<file path="src/rtl/mem_port_arbiter.sv">
// Two-requester arbiter for the single memory port: cpu on port 0, loader on port 1.
// Define ARB_RR_EN for round-robin contention; otherwise port 0 has fixed priority.
module mem_port_arbiter #(
   parameter int AW     = 9,
   parameter int DW     = 16,
   parameter int RD_LAT = 1
) (
   input  logic          clk,
   input  logic          reset,
   input  logic          req0,
   input  logic          req1,
   input  logic          we0,
   input  logic          we1,
   input  logic [AW-1:0] addr0,
   input  logic [AW-1:0] addr1,
   input  logic [DW-1:0] wdata0,
   input  logic [DW-1:0] wdata1,
   output logic          ack0,
   output logic          ack1,
   output logic [DW-1:0] rdata,
   output logic          busy,
   output logic [1:0]    mem_cmd,
   output logic [AW-1:0] mem_addr,
   output logic [DW-1:0] write_data,
   input  logic [DW-1:0] read_data
);

   localparam int CW = (RD_LAT > 1) ? $clog2(RD_LAT) : 1;
   localparam logic [CW-1:0] CNT_LAST = CW'(RD_LAT - 1);

   localparam logic [1:0] MNONE  = 2'b00;
   localparam logic [1:0] MREAD  = 2'b01;
   localparam logic [1:0] MWRITE = 2'b10;

   typedef enum logic [1:0] {IDLE, ISSUE, DONE} state_t;

   state_t        state;
   logic [CW-1:0] cnt;
   logic          win;
   logic          weL;
   logic          lastGrant;
   logic          pick;
   logic          pickWe;

   // Winner selection; only the contention case depends on the arbitration mode.
   always_comb begin
      pick = lastGrant;
      if (req0 && req1) begin
`ifdef ARB_RR_EN
         pick = ~lastGrant;
`else
         pick = 1'b0;
`endif
      end else if (req0) begin
         pick = 1'b0;
      end else if (req1) begin
         pick = 1'b1;
      end
      pickWe = pick ? we1 : we0;
   end

   // The memory command is loaded on entry to ISSUE and held unchanged for RD_LAT cycles.
   always_ff @(posedge clk) begin
      if (reset) begin
         state      <= IDLE;
         cnt        <= '0;
         win        <= 1'b0;
         weL        <= 1'b0;
         lastGrant  <= 1'b1;
         mem_cmd    <= MNONE;
         mem_addr   <= '0;
         write_data <= '0;
         rdata      <= '0;
         ack0       <= 1'b0;
         ack1       <= 1'b0;
         busy       <= 1'b0;
      end else begin
         case (state)
            IDLE: begin
               if (req0 || req1) begin
                  win        <= pick;
                  weL        <= pickWe;
                  mem_cmd    <= pickWe ? MWRITE : MREAD;
                  mem_addr   <= pick ? addr1 : addr0;
                  write_data <= pick ? wdata1 : wdata0;
                  cnt        <= '0;
                  busy       <= 1'b1;
                  state      <= ISSUE;
               end else begin
                  mem_cmd <= MNONE;
               end
            end
            ISSUE: begin
               if (cnt == CNT_LAST) begin
                  if (!weL) begin
                     rdata <= read_data;
                  end
                  mem_cmd <= MNONE;
                  ack0    <= ~win;
                  ack1    <= win;
                  state   <= DONE;
               end else begin
                  cnt <= cnt + CW'(1);
               end
            end
            DONE: begin
               ack0      <= 1'b0;
               ack1      <= 1'b0;
               busy      <= 1'b0;
               lastGrant <= win;
               state     <= IDLE;
            end
            default: begin
               state <= IDLE;
            end
         endcase
      end
   end

endmodule
</file>
<file path="config.mk">
export PLATFORM = sky130hd
export DESIGN_NAME = mem_port_arbiter
export DESIGN_NICKNAME = d
export VERILOG_FILES = /design/src/rtl/mem_port_arbiter.sv
export SDC_FILE = /design/constraint.sdc
export NUM_CORES = 1
export LEC_CHECK = 0
export CELL_PAD_IN_SITES_DETAIL_PLACEMENT = 2
export CELL_PAD_IN_SITES_GLOBAL_PLACEMENT = 2
export CORE_ASPECT_RATIO = 2
export CORE_MARGIN = 2
export CORE_UTILIZATION = 22
export CTS_CLUSTER_SIZE = 40
export DETAILED_ROUTE_END_ITERATION = 7
export PLACE_DENSITY = 0.81
export SYNTH_ARGS = -nofsm -noshare
export SYNTH_HDL_FRONTEND = slang
export SYNTH_SLANG_ARGS = --single-unit
</file>
<file path="constraint.sdc">
create_clock -name clk -period 1.9 [get_ports clk]
set_input_delay 0.475 -clock clk [delete_from_list [all_inputs] [get_ports clk]]
set_output_delay 0.475 -clock clk [all_outputs]
set_load 0.1 [all_outputs]
</file>
==> flow_summary.ini <==
[run_status]
status = complete, no violations

[finish]
multi_input_area_sq_um = 1120
mostFrequentLayoutCells = clkdlybuf4s50_1 (70), dfxtp_1 (50), buf_12 (50)
final_common_cell = clkdlybuf4s50_1
nets = 423
nFillCells = 1097
regArea_sq_um = 1000
synthToLayoutAreaGrowth_pct = 83.6
drive_gt1_frac = 0.308
n_antenna_cell = 0

[yosys]
yosys_warnings = 0
syn_nets = 312
yosysUniqueCellTypes = 27
synth_ff_type = dfxtp_1
synth.area.mux_share = 0.0131
synth_edf_count = 0
synthTopCellsByArea = dfxtp_1 (44%), a211oi_2 (11%), o22ai_2 (11%), nand2_1 (5.6%), nor2_1 (5.2%)
netlist.area_leader.share = 0.435
synth_top_family_by_area = compound AO/OA/AOI/OAI gates
synth_compound_gate_area_share = 0.315
synth_adder_area_share = 0.0272
syn-mean-instance-area_sq_um = 9.78
async_flop_share = 0
synth_cells = 235
synth_seq_area_share = 0.435
yosysTopAreaCell = dfxtp_1
syn_area_sq_um = 2300
synth_xor_area_frac = 0
synth-seq-cells = 50
synthSimpleGateAreaFrac = 0.133

[clock_tree]
post_cts_resized = 0
clock-sinks = 50
cts.clk_slew.worst_paths_ps = 70
numCtsBuffers = 5
cts_max_level = 2
ctsHoldBuffers = 0
cts_tree = built
clock_latency_ps = 290
cts_buffer_depth = 2
cts_root_buffer = clkbuf_16
post_cts_buffers = 0

[placement]
gp_congestion = 0.715
port-buffer-count = 117
place_ws_ps = -12.5
hpwl_um = 6670

[global_route]
grt_pass1_wl_um = 13700
grt_pass1_vias = 2596
grt.overflow.total = 0
grt_max_degree = 28
track_usage = 0.156
antenna_found_initial = 0

[detailed_routing]
drc = 0
first_pass_iters = 4
via_count = 2201
drt_iter0_drc = 43
routed_wl_um = 8710
vias_per_cell = 4.57
final_antenna_net_count = 0
wire_per_inst_um = 18.1

[setup_path]
critPathTopFamily = buffers and inverters
startpoint_type = input pin
cp_cell_sequence = clkdlybuf4s50_1 > nand2b_1 > buf_12 > o22ai_1 > a211oi_1
cp-end-kind = flop
critPathBufInv = 2
slowest_stage = clkdlybuf4s50_1
arrival_ps = 1830
critPathMaxStageDelay_ps = 530
critical_path_class = input pin to flop
cp.required_ps = 2100
crit_fanout = 25

[timing]
final-max-slew-violation-count = 0
tightest_slew_ps = 642
fin_skew_ps = 4.25
max-slew-margin-rel = 0.572
hold_viol = 0
setup_viol = 0
fmax_mhz = 613
finalCritPeriodShare = 0.858
grt_setup_unrepaired = false
fin_crit_ps = 1630
finalWorstSetupSlack_ps = 269

[die]
dieHeight_um = 149
coreArea_sq_um = 10100
die_area_sq_um = 11300
io_pins = 118
rows = 52
die_w_um = 76.3
start_util = 0.226

[power_and_ir_drop]
vdd_drop_max_mv = 0.438
clockPowerShare = 0.223
pwr-share-seq = 0.299
internal-power_mw = 2.59
comb_power_share = 0.478
switching_share = 0.419
switchingPower_mw = 1.87
power.total_mw = 4.45
powerDensity_nw_per_um2 = 1060
p_leak_nw = 1.57

[run]
cap_violations = 0

[min_path]
hold_path_class = flop to flop
==> power groups by stage <==
stage	sequential (mW)	combinational, mW	clock [mW]
floorplan	2.16	0.461	0
global placement	1.35	2.10	0
detailed placement	1.36	2.15	0
CTS	1.33	2.16	1.05
global route	1.35	2.22	1.08
finish	1.33	2.13	0.994
==> routing by layer <==
layer  part of all wire  global-route usage
met3              0.047              0.0358
met2               0.62               0.331
met1               0.32               0.135
met4              0.021              0.0618
met5                  0                   0
==> final cells by class <==
class / count / area share
Timing Repair Buffer: 126 / 0.413
Multi-Input combinational cell: 159 / 0.267
Inverter: 4 / 0.00356
Tap cell: 135 / 0.0400
Sequential cell: 50 / 0.237
Clock buffer: 8 / 0.0394
==> stage by stage <==
stage | TNS (ps) | instances | utilization | hold slack, ps | cell area [sq um]
floorplan | 0 | 235 | - | 476 | 2300
global placement | 0 | 474 | 0.399 | 480 | 4050
detailed placement | -12.5 | 474 | 0.399 | 490 | 4050
CTS | 0 | 482 | 0.416 | 500 | 4220
global route | 0 | 482 | 0.416 | 533 | 4220
finish | 0 | 482 | 0.416 | 496 | 4220
==> final timing paths <==
check                               from             to  slack, ps  depth (start not counted)
worst max-delay path                req1  write_data[4]        270                          5
worst min-delay path            rdata[0]       rdata[0]        500                          2
worst max register to register  state[0]       state[0]        280                          5
worst min register to register  rdata[0]       rdata[0]        500                          2
==> cells by family (layout without fill, tap and decap cells) <==
kind of cell               count (synthesis)  in the layout
DFF                                       50             50
buffers and inverters                     26            138
and+or+nand+nor                           74             74
muxes                                      3              3
AOI/OAI and AO/OA                         77             77
adders and majority gates                  5              5
==> synthesized netlist by cell type, types with 2 or more instances <==
master,instances
dfxtp_1,50
nand2_1,34
nor2_1,32
a211oi_2,20
o22ai_2,20
a21oi_1,19
clkbuf_1,9
a211oi_1,7
buf_2,5
buf_6,5
ha_1,5
o22ai_1,5
inv_1,4
mux2i_1,3
nand2b_1,3
buf_12,2
o21a_1,2
==> tightest hold or removal path, cell delays in order, from the launching register on <==
cell and delay, ps:
dfxtp_1 330, nand2_1 60, a21oi_1 50
==> registers in the layout, indices dropped and copies added (netlist names), 2 cells and up <==
register / count
write_data: 16
state: 2
mem_cmd: 2
rdata: 16
mem_addr: 9
No activity file was read; power rests on OpenSTA's default activity.
